`src/rtl/ansi_term_pkg.sv`:
```
// Shared constants, FSM state type and small CSI helpers for the ANSI text terminal.
package ansi_term_pkg;

   localparam int         TERM_COLS    = 80;
   localparam int         TERM_ROWS    = 30;
   localparam logic [3:0] ATTR_DEFAULT = 4'h7;

   localparam logic [7:0] B_ESC      = 8'h1B;
   localparam logic [7:0] B_CSI_LB   = 8'h5B;
   localparam logic [7:0] B_CR       = 8'h0D;
   localparam logic [7:0] B_LF       = 8'h0A;
   localparam logic [7:0] B_BS       = 8'h08;
   localparam logic [7:0] B_ENTER_8D = 8'h8D;
   localparam logic [7:0] B_SEMI     = 8'h3B;
   localparam logic [7:0] B_SPACE    = 8'h20;
   localparam logic [7:0] B_SGR      = 8'h6D;
   localparam logic [7:0] B_CUP      = 8'h48;
   localparam logic [7:0] B_ED       = 8'h4A;
   localparam logic [7:0] B_EL       = 8'h4B;

   typedef enum logic [1:0] {NORMAL, ESC, CSI, FILL} term_state_t;

   function automatic logic [3:0] sgr_apply(input logic [3:0] attr, input logic [7:0] p);
      if (p == 8'd0) return ATTR_DEFAULT;
      if (p >= 8'd30 && p <= 8'd37) return 4'(p - 8'd30);
      return attr;
   endfunction

   // CUP coordinates are 1-based with 0 meaning 1; result is 0-based and clamped to lim.
   function automatic logic [7:0] cup_pos(input logic [7:0] p, input logic [7:0] lim);
      logic [7:0] v;
      v = (p == 8'd0) ? 8'd0 : p - 8'd1;
      return (v > lim) ? lim : v;
   endfunction

endpackage

```
`src/rtl/ansi_vram_writer_csi_param_acc.sv`:
```
// Two saturating decimal accumulators for CSI parameters, selected by a separator-driven index.
module csi_param_acc
   import ansi_term_pkg::*;
#(
   parameter int PARAM_MAX = 255
) (
   input  logic       clk,
   input  logic       rst_n,
   input  logic       clear,
   input  logic       digit_valid,
   input  logic [3:0] digit,
   input  logic       separator,
   output logic [7:0] p0,
   output logic [7:0] p1,
   output logic [1:0] idx
);

   function automatic logic [7:0] acc_step(input logic [7:0] p, input logic [3:0] d);
      logic [11:0] v;
      v = 12'(p) * 12'd10 + 12'(d);
      return (v > 12'(PARAM_MAX)) ? 8'(PARAM_MAX) : v[7:0];
   endfunction

   // Index 2 means "past the second parameter": further digits are ignored.
   always_ff @(posedge clk or negedge rst_n) begin
      if (!rst_n) begin
         p0  <= 8'd0;
         p1  <= 8'd0;
         idx <= 2'd0;
      end else if (clear) begin
         p0  <= 8'd0;
         p1  <= 8'd0;
         idx <= 2'd0;
      end else if (separator) begin
         if (idx != 2'd2) idx <= idx + 2'd1;
      end else if (digit_valid) begin
         if (idx == 2'd0)      p0 <= acc_step(p0, digit);
         else if (idx == 2'd1) p1 <= acc_step(p1, digit);
      end
   end

endmodule

```
`src/rtl/ansi_vram_writer.sv`:
```
// Cursor-driven 80x30 text terminal: decodes a byte stream (printables, controls, CSI)
// into charbuf port-A writes, with row/col-walking FILL for line advance, ED and EL.
module ansi_vram_writer
   import ansi_term_pkg::*;
#(
   parameter int COLS      = TERM_COLS,
   parameter int ROWS      = TERM_ROWS,
   parameter int ADDR_W    = 12,
   parameter int PARAM_MAX = 255
) (
   input  logic              clk,
   input  logic              rst_n,
   input  logic              i_valid,
   input  logic [7:0]        i_data,
   output logic              o_ready,
   output logic              o_we,
   output logic [ADDR_W-1:0] o_addr,
   output logic [7:0]        o_data,
   output logic [3:0]        o_attr,
   output logic [6:0]        o_cur_col,
   output logic [4:0]        o_cur_row
);

   localparam int FILL_W = 12;

   term_state_t       state, state_next;
   logic [6:0]        cur_col, col_n, fill_col, fill_col_n;
   logic [4:0]        cur_row, row_n, fill_row, fill_row_n, adv_row;
   logic [3:0]        attr, attr_n;
   logic [FILL_W-1:0] fill_cnt, fill_cnt_n;
   logic              we_n, line_adv;
   logic [ADDR_W-1:0] addr_n;
   logic [7:0]        data_n;
   logic              accept, is_print, is_digit, is_final;
   logic              acc_clear, acc_digit, acc_sep;
   logic [7:0]        p0, p1;
   logic [1:0]        pidx;

   assign accept   = i_valid & o_ready;
   assign is_print = (i_data >= 8'h20) && (i_data <= 8'h7E);
   assign is_digit = (i_data >= 8'h30) && (i_data <= 8'h39);
   assign is_final = (i_data >= 8'h40) && (i_data <= 8'h7E);

   csi_param_acc #(.PARAM_MAX(PARAM_MAX)) u_params (
      .clk         (clk),
      .rst_n       (rst_n),
      .clear       (acc_clear),
      .digit_valid (acc_digit),
      .digit       (i_data[3:0]),
      .separator   (acc_sep),
      .p0          (p0),
      .p1          (p1),
      .idx         (pidx)
   );

   always_ff @(posedge clk or negedge rst_n) begin
      if (!rst_n) state <= NORMAL;
      else        state <= state_next;
   end

   // Next-state and datapath decode; every FILL source just loads start point and count.
   always_comb begin
      state_next = state;
      col_n      = cur_col;
      row_n      = cur_row;
      attr_n     = attr;
      fill_row_n = fill_row;
      fill_col_n = fill_col;
      fill_cnt_n = fill_cnt;
      we_n       = 1'b0;
      addr_n     = o_addr;
      data_n     = o_data;
      acc_clear  = 1'b0;
      acc_digit  = 1'b0;
      acc_sep    = 1'b0;
      line_adv   = 1'b0;
      adv_row    = (cur_row == 5'(ROWS-1)) ? 5'd0 : cur_row + 5'd1;
      case (state)
         NORMAL: if (accept) begin
            if (is_print) begin
               we_n   = 1'b1;
               addr_n = ADDR_W'({cur_row, cur_col});
               data_n = i_data;
               if (cur_col == 7'(COLS-1)) begin
                  col_n    = 7'd0;
                  line_adv = 1'b1;
               end else begin
                  col_n = cur_col + 7'd1;
               end
            end else begin
               case (i_data)
                  B_CR:       col_n = 7'd0;
                  B_LF:       line_adv = 1'b1;
                  B_ENTER_8D: begin
                     col_n    = 7'd0;
                     line_adv = 1'b1;
                  end
                  B_BS:       if (cur_col != 7'd0) col_n = cur_col - 7'd1;
                  B_ESC:      state_next = ESC;
                  default:    ;
               endcase
            end
         end
         ESC: if (accept) begin
            if (i_data == B_CSI_LB) begin
               state_next = CSI;
               acc_clear  = 1'b1;
            end else if (i_data != B_ESC) begin
               state_next = NORMAL;
            end
         end
         CSI: if (accept) begin
            if (is_digit) begin
               acc_digit = 1'b1;
            end else if (i_data == B_SEMI) begin
               acc_sep = 1'b1;
            end else if (is_final) begin
               state_next = NORMAL;
               case (i_data)
                  B_SGR: attr_n = (pidx != 2'd0) ? sgr_apply(sgr_apply(attr, p0), p1)
                                                 : sgr_apply(attr, p0);
                  B_CUP: begin
                     row_n = 5'(cup_pos(p0, 8'(ROWS-1)));
                     col_n = 7'(cup_pos(p1, 8'(COLS-1)));
                  end
                  B_ED: if (p0 == 8'd2) begin
                     fill_row_n = 5'd0;
                     fill_col_n = 7'd0;
                     fill_cnt_n = FILL_W'(ROWS*COLS);
                     row_n      = 5'd0;
                     col_n      = 7'd0;
                     state_next = FILL;
                  end
                  B_EL: begin
                     fill_row_n = cur_row;
                     fill_col_n = cur_col;
                     fill_cnt_n = FILL_W'(COLS) - FILL_W'(cur_col);
                     state_next = FILL;
                  end
                  default: ;
               endcase
            end else if (i_data == B_ESC) begin
               state_next = ESC;
            end else begin
               state_next = NORMAL;
            end
         end
         FILL: begin
            we_n   = 1'b1;
            addr_n = ADDR_W'({fill_row, fill_col});
            data_n = B_SPACE;
            if (fill_col == 7'(COLS-1)) begin
               fill_col_n = 7'd0;
               fill_row_n = (fill_row == 5'(ROWS-1)) ? 5'd0 : fill_row + 5'd1;
            end else begin
               fill_col_n = fill_col + 7'd1;
            end
            fill_cnt_n = fill_cnt - FILL_W'(1);
            if (fill_cnt == FILL_W'(1)) state_next = NORMAL;
         end
      endcase
      if (line_adv) begin
         row_n      = adv_row;
         fill_row_n = adv_row;
         fill_col_n = 7'd0;
         fill_cnt_n = FILL_W'(COLS);
         state_next = FILL;
      end
   end

   always_ff @(posedge clk or negedge rst_n) begin
      if (!rst_n) begin
         cur_col  <= 7'd0;
         cur_row  <= 5'd0;
         attr     <= ATTR_DEFAULT;
         fill_row <= 5'd0;
         fill_col <= 7'd0;
         fill_cnt <= '0;
         o_we     <= 1'b0;
         o_addr   <= '0;
         o_data   <= 8'd0;
      end else begin
         cur_col  <= col_n;
         cur_row  <= row_n;
         attr     <= attr_n;
         fill_row <= fill_row_n;
         fill_col <= fill_col_n;
         fill_cnt <= fill_cnt_n;
         o_we     <= we_n;
         o_addr   <= addr_n;
         o_data   <= data_n;
      end
   end

   always_comb begin
      o_ready   = (state != FILL);
      o_attr    = attr;
      o_cur_col = cur_col;
      o_cur_row = cur_row;
   end

endmodule

```
`config.mk`:
```
export PLATFORM = sky130hd
export DESIGN_NAME = ansi_vram_writer
export DESIGN_NICKNAME = d
export VERILOG_FILES = /design/src/rtl/ansi_term_pkg.sv /design/src/rtl/ansi_vram_writer_csi_param_acc.sv /design/src/rtl/ansi_vram_writer.sv
export SDC_FILE = /design/constraint.sdc
export NUM_CORES = 1
export LEC_CHECK = 0
export CAP_MARGIN = 20
export CORE_MARGIN = 2
export CORE_UTILIZATION = 41
export CTS_CLUSTER_DIAMETER = 40
export DETAILED_ROUTE_END_ITERATION = 10
export PLACE_DENSITY = 0.7
export REMOVE_ABC_BUFFERS = 1
export SLEW_MARGIN = 10
export SYNTH_ARGS = -nofsm -noshare
export SYNTH_HDL_FRONTEND = slang
export SYNTH_SLANG_ARGS = --single-unit
```
`constraint.sdc`:
```
create_clock -name clk -period 6.7 [get_ports clk]
set_input_delay 0.67 -clock clk [delete_from_list [all_inputs] [get_ports clk]]
set_output_delay 0.67 -clock clk [all_outputs]
set_load 0.005 [all_outputs]
```
==> impl_results.md, run 1 <==
* TritonRoute pass-1 iters at 5
* Worst Path Required at 6.91 ns
* Share of cells above drive strength 1 at 6.289%
* Max-slew violations at 0
* Clk root buf: clkbuf_16
* CTS tree: built
* CP endpoint kind: flop
* Synth area leader: dfrtp_1
* DRT Wirelength at 16820 um
* Synth area leaders: dfrtp_1, ha_1, a21oi_1, nor2_1, nand2_1
* P_leak at 0.003230 uW
* First-pass GRT wire length at 28100 um
* Initial antenna violation count at 0
* Reg2reg path depth at 9
* Total grt overflow at 0
* Slew HR at 46.25%
* Worst Setup EP: u_params.p0[6]$_DFFE_PN0P_
* CTS Hold Bufs at 0
* Die W at 131.1 um
* Power Density at 250.9 nW/um^2
* Largest net degree at the start of global routing at 82
* All-Layer GR Usage at 19.82%
* Clk_lat worst skew at 0.35 ns
* Final hold violations at 0
* CTS clk-pin slew, worst paths at 0.06 ns
* Chip Height at 131.1 um
* Synth async-reset ratio at 100.0%
* I/O pins at 49
* Final setup fails at 0
* DRC Markers at 0
* # port buffers at 48
* Core area at 15830 sq um
* Total die area at 17190 sq um
* Final HPWL DP at 11890 um
* Via-to-Cell Ratio at 5.845
* Mapped Cells at 763
* # fillers at 1539
* CTS Buf Count at 9
* Worst-Margin Slew at 0.8039 ns
* Fin worst setup slack at 3.225 ns
* Worst vdd ir at 0.1465 mV
* Mapped Area at 6624 sq um
* Area Overhead vs Synth at 14.94%
* RSZ-0062 raised after global routing: false
* Register area at 2031 sq um
* Max-cap violations at 0
* WL/cell at 16.64 um
* Post-synth top flop: dfrtp_1
* Crit Reg-Reg Startpoint: u_params.p0[1]$_DFFE_PN0P_
* Cell variety after synth at 81
* Multi-input combinational cell area at 4267 sq um
* Critical path launch point type: flop
* H-tree levels at 3
* Post-CTS resize count at 0
* Crit path kind: reg2reg
* Post-CTS Setup Bufs at 0
* Reg-to-Reg End: u_params.p0[6]$_DFFE_PN0P_
* CTS Sinks at 81
* Critical path peak fanout at 10
* Num rows at 46
* Number of antenna-violating nets in the routed design at 0
* Yosys warnings at 0
* Synthesized flop and latch total at 81
* Setup TNS at 0 ns
* Final GP Congestion at 0.8747
* Design Power at 1910 uW
* Crit path DAT at 3.69 ns
* Detailed-route via count at 5909
* Pre-CTS setup slack at 2.943 ns
* Clock skew at 0.008089 ns
* Reg-to-reg setup timing slack at 3.22 ns
* Top cell type's share of synthesized area at 29.47%
* Starting density of the core at 41.85%
* First element of the critical path: u_params.p0[1]$_DFFE_PN0P_
* Post-synth EDFFs at 0
* Syn Area/Cell at 8.681 sq um
* Hold WC Path Type: in2async
* Outcome: finished, final reports clean
* Min Hold Slack at 0.2505 ns
* Period utilization at 51.87%
* DRT iter0 DRCs at 692
* Antenna Diode Count at 0
* Vias in the first global route at 5405
* Fin util at 48.10%
* Period minus WS final at 3.475 ns
* Clk buf depth at 2
* Nets at 866
* Register area share after synthesis at 30.66%
* Max Freq at 0.2877 GHz
[worst max-delay path, cell delays in order (launching register included)]
cell and delay [ns]:
dfrtp_1 0.59, ha_1 0.31, ha_1 0.23, fa_1 0.41, xor2_1 0.29, nand3_1 0.13, or4_1 0.43, or4_4 0.54
a2bb2oi_4 0.25, a22oi_1 0.14
[final cells by class]
cell class / count / share of cell area [%]
clock buffer: 11 / 3.188
sequential: 81 / 26.67
inverter: 45 / 2.219
tap: 216 / 3.550
clock inverter: 5 / 1.035
multi-input combinational: 600 / 56.04
timing repair buffer: 53 / 7.297
[power by group]
part	internal (uW)	leakage, uW	switching, uW
Combinational	330	0.00203	289
Clock	336	0.000159	205
Sequential	601	0.00104	149
[layout by cell type (no fill, tap or decap), types with 5 or more instances in the layout]
master,Yosys,routed
nand2b_1,7,7
a31oi_1,5,5
a22oi_1,14,14
nor2b_1,11,11
o211ai_1,6,6
nand3b_1,5,5
a21oi_1,68,68
xnor2_1,18,18
o31ai_1,7,7
dfrtp_1,78,78
mux2i_1,16,15
o221ai_1,6,6
and3_1,9,9
o22ai_1,7,7
nor3_1,21,21
o21ai_0,34,34
inv_1,44,44
nand4b_1,5,5
nand2_1,54,54
and4_1,5,5
a221oi_1,6,6
nor4_1,10,10
ha_1,61,61
a211oi_1,5,5
mux2_2,6,6
nor4b_1,7,7
nor2_1,62,62
xor2_1,11,11
nand3_1,39,39
nand4_1,10,10
clkdlybuf4s50_1,0,47
clkbuf_16,0,9
a21o_1,6,6
[worst min path at each step]
| stage | start | endpoint | slack, ns | cells after the start |
|---|---|---|---|---|
| finish | rst_n | o_data[7]$_DFFE_PN0P_ | 0.25 | 1 |
| global route | rst_n | o_data[7]$_DFFE_PN0P_ | 0.28 | 1 |
| CTS | o_attr[0]$_DFFE_PN1P_ | o_attr[0]$_DFFE_PN1P_ | 0.49 | 2 |
| detailed placement | o_attr[0]$_DFFE_PN1P_ | o_attr[0]$_DFFE_PN1P_ | 0.48 | 2 |
| global placement | o_attr[0]$_DFFE_PN1P_ | o_attr[0]$_DFFE_PN1P_ | 0.48 | 2 |
| floorplan | rst_n | fill_cnt[0]$_DFFE_PN0P_ | 0.37 | 0 |
[through the flow]
step	instance area, sq um	cells
global route	7614	1011
global placement	7237	993
detailed placement	7237	993
floorplan	6454	726
finish	7614	1011
CTS	7559	1009
[state kept, by name, indices dropped and copies added (netlist names), 2 cells and up]
| name | cells |
|---|---|
| o_cur_row | 5 |
| fill_col | 7 |
| o_cur_col | 7 |
| o_attr | 4 |
| u_params.p0 | 8 |
| o_addr | 12 |
| state | 2 |
| o_data | 8 |
| u_params.p1 | 8 |
| fill_row | 5 |
| fill_cnt | 12 |
| u_params.idx | 2 |
[layer usage]
metal / up-vias / track usage, % / routed length [um]
li1: 2898 / - / -
met5: - / 0 / 0
met1: 2849 / 28.04 / 8090
met2: 145 / 31.23 / 7781
met3: 17 / 4.437 / 740
met4: 0 / 4.046 / 206
[cell usage after synthesis, drive strengths merged, types with 11 or more instances]
master / count
dfrtp: 78
a21oi: 68
nor2: 62
ha: 61
nand2: 55
inv: 44
nand3: 39
o21ai: 36
clkbuf: 24
nor3: 21
xnor2: 18
mux2i: 16
a22oi: 14
buf: 13
nor2b: 11
xor2: 11
[kinds of logic (layout without fill, tap and decap cells)]
logic type | after synthesis | count (layout) | share of synthesized area, %
xor gates and xnor gates | 29 | 29 | 3.834
buffers and inverters | 82 | 114 | 5.119
DFF | 81 | 81 | 30.66
muxes | 22 | 22 | 3.438
AOI/OAI and AO/OA | 216 | 216 | 22.59
adders and majority gates | 65 | 65 | 12.73
and+or+nand+nor | 268 | 268 | 21.63
(Power assumes the default switching activity.)
==> run 2: changes to the inputs <==
Clock period 6.7 ns to 3.3 ns, I/O delays scaled along.
==> run 2 against run 1 <==
Core utilization rose by 1.4 points. Combinational power rose by 120%. First-iteration DRC count fell by 44%. Wire length rose by 0.43%. Critical path depth fell by 1. Highest routed layer unchanged. Design area rose by 2.9%.
==> impl_results.md, run 2 (same netlist as run 1, synthesis figures left out) <==
* Register area at 2031 sq um (unchanged)
* Outcome: finished, final reports clean (unchanged)
* Clk_lat worst skew at 0.35 ns (about the same)
* NetSw at 1289 uW (was 643.2 uW)
* All-Layer GR Usage at 19.76% (was 19.82%)
* Top Registers: fill_cnt: 12 flops, o_addr: 12 flops (unchanged)
* Initial antenna violation count at 0 (unchanged)
* Worst vdd ir at 0.2906 mV (was 0.1465 mV)
* Max Freq at 0.3160 GHz (was 0.2877 GHz)
* Final HPWL DP at 12370 um (was 11890 um)
* TritonRoute pass-1 iters at 5 (unchanged)
* Core area at 15830 sq um (unchanged)
* Period minus WS final at 3.165 ns (was 3.475 ns)
* Critical path peak fanout at 8 (was 10)
* Clock network fraction of total power at 26.1% (was 28.3%)
* GR Util met1 at 27.24% (was 28.04%)
* Multi-input combinational cell area at 4302 sq um (was 4267 sq um)
* DRT iter0 DRCs at 389 (was 692)
* P_leak at 0.003359 uW (was 0.003230 uW)
* Final setup fails at 0 (unchanged)
* Clk root buf: clkbuf_16 (unchanged)
* Area after DPL at 7507 sq um (was 7237 sq um)
* Num rows at 46 (unchanged)
* Switching share of power at 33.94% (was 33.67%)
* Met2 GRT Util at 32.16% (was 31.23%)
* Detailed-route via count at 5984 (was 5909)
* H-tree levels at 3 (unchanged)
* Clk buf depth at 2 (unchanged)
* CTS clk-pin slew, worst paths at 0.06 ns (about the same)
* Vias in the first global route at 5590 (was 5405)
* CP endpoint kind: flop (unchanged)
* WL/cell at 16.15 um (was 16.64 um)
* Power Density at 484.8 nW/um^2 (was 250.9 nW/um^2)
* Crit path kind: reg2reg (unchanged)
* Final hold violations at 0 (unchanged)
* Gate power share at 35.5% (was 32.4%)
* I/O pins at 49 (unchanged)
* Antenna Diode Count at 0 (unchanged)
* Slew HR at 45.45% (was 46.25%)
* Hold WC Path Type: in2async (unchanged)
* Number of antenna-violating nets in the routed design at 0 (unchanged)
* Max-slew violations at 0 (unchanged)
* Total grt overflow at 0 (unchanged)
* DRT Wirelength at 16890 um (was 16820 um)
* Worst-Margin Slew at 0.8182 ns (was 0.8039 ns)
* Share of cells above drive strength 1 at 10.36% (was 6.289%)
* Most common cell after layout, fill and taps aside: dfrtp_1 (unchanged)
* Chip Height at 131.1 um (unchanged)
* Clock skew at 0.008956 ns (was 0.008089 ns)
* Total die area at 17190 sq um (unchanged)
* # port buffers at 48 (unchanged)
* Max-cap violations at 0 (unchanged)
* First-pass GRT wire length at 28150 um (was 28100 um)
* DRC Markers at 0 (unchanged)
* Largest net degree at the start of global routing at 63 (was 82)
* Area Overhead vs Synth at 18.27% (was 14.94%)
* CTS Sinks at 81 (unchanged)
* Worst Path Required at 3.51 ns (was 6.91 ns)
* Via-to-Cell Ratio at 5.721 (was 5.845)
* Critical path launch point type: flop (unchanged)
* Grt met3 use at 3.395% (was 4.437%)
* Internal cell power at 2509 uW (was 1267 uW)
* Period utilization at 95.90% (was 51.87%)
* Starting density of the core at 41.85% (unchanged)
* Busiest grt layer: met2 (unchanged)
* Fin util at 49.49% (was 48.10%)
* Die W at 131.1 um (unchanged)
* Crit path DAT at 3.38 ns (was 3.69 ns)
* CTS tree: built (unchanged)
* Final GP Congestion at 0.8799 (was 0.8747)
* Nets at 901 (was 866)
* CTS Buf Count at 9 (unchanged)
* # fillers at 1529 (was 1539)
* Sequential Power Share at 38.3% (was 39.2%)
* Most frequent cells in the layout: dfrtp_1, a21oi_1, nor2_1, ha_1, nand2_1 (unchanged)
* Design area at 7834 sq um (was 7614 sq um)
==> run 2: cell count changes in the layout (fill, tap and decap cells not counted) <==
cell       change
xor2_2         +1
clkbuf_8       -1
ha_1           -2
buf_16         -2
clkbuf_1       +3
bufinv_16      -1
ha_4           +2
xor2_1         -1
buf_4         +37
fa_2           +1
clkinv_2       -1
fa_1           -1
==> run 2: power by group through the flow <==
| stage | clock network [uW] | registers [uW] | logic, uW |
|---|---|---|---|
| after global placement | 0 | 1470 | 1330 |
| after detailed placement | 0 | 1470 | 1350 |
| after floorplan | 0 | 1470 | 678 |
| after global routing | 1060 | 1490 | 1500 |
| final | 992 | 1460 | 1350 |
| after CTS | 1020 | 1450 | 1350 |
==> run 2: final cells by class <==
| type | count | area share [%] |
|---|---|---|
| well taps | 216 | 3.450 |
| repair buffers | 88 | 9.935 |
| multi-input cells | 600 | 54.91 |
| flip-flops and latches | 81 | 25.92 |
| clock inverters | 3 | 0.5590 |
| inverters | 45 | 2.156 |
| clock buffers | 13 | 3.067 |
==> run 2: worst paths after layout <==
path,start,to,slack (ns),cells past startpoint
worst min-delay path,rst_n,fill_col[3]$_DFFE_PN0P_,0.08,1
max in group asynchronous,rst_n,o_attr[0]$_DFFE_PN1P_,2.47,2
worst max register to register,u_params.p0[3]$_DFFE_PN0P_,u_params.p0[2]$_DFFE_PN0P_,0.14,8
worst max-delay path,u_params.p0[3]$_DFFE_PN0P_,u_params.p0[2]$_DFFE_PN0P_,0.14,8
worst min register to register,o_data[7]$_DFFE_PN0P_,o_data[7]$_DFFE_PN0P_,0.49,2
min in group clk,o_data[7]$_DFFE_PN0P_,o_data[7]$_DFFE_PN0P_,0.49,2
==> run 2: stage by stage <==
step	cells	hold slack [ns]	worst slack [ns]	TNS, ns	power, uW
after global placement	1029	0.4810	0.07876	0	2800
after floorplan	726	0.03441	-0.5371	-9.854	2150
after CTS	1045	0.1111	0.003805	0	3823
after detailed placement	1029	0.4827	0.01753	0	2816
final	1046	0.08115	0.1352	0	3798
after global routing	1046	0.1530	-0.005914	-0.008802	4047
==> run 2: worst max-delay path: stages, from the launching register on <==
cell	delay (ns)
dfrtp_1	0.42
ha_1	0.35
ha_4	0.27
or2_2	0.28
and3_4	0.20
or4_1	0.55
or4_4	0.54
a2bb2oi_4	0.27
a22oi_1	0.13
==> run 2: timing repair <==
action,CTS,global route
buffers inserted,0,1
resized for setup,0,4
pin swaps,1,2
hold buffers,0,0
endpoints found under the setup margin,1,8
endpoints found under the hold margin,0,0
==> run 2: per-layer routing <==
metal	wire, um	vias to the layer above
met1	8012	2855
met5	0	-
met4	251	0
li1	-	2964
met3	735	23
met2	7892	142
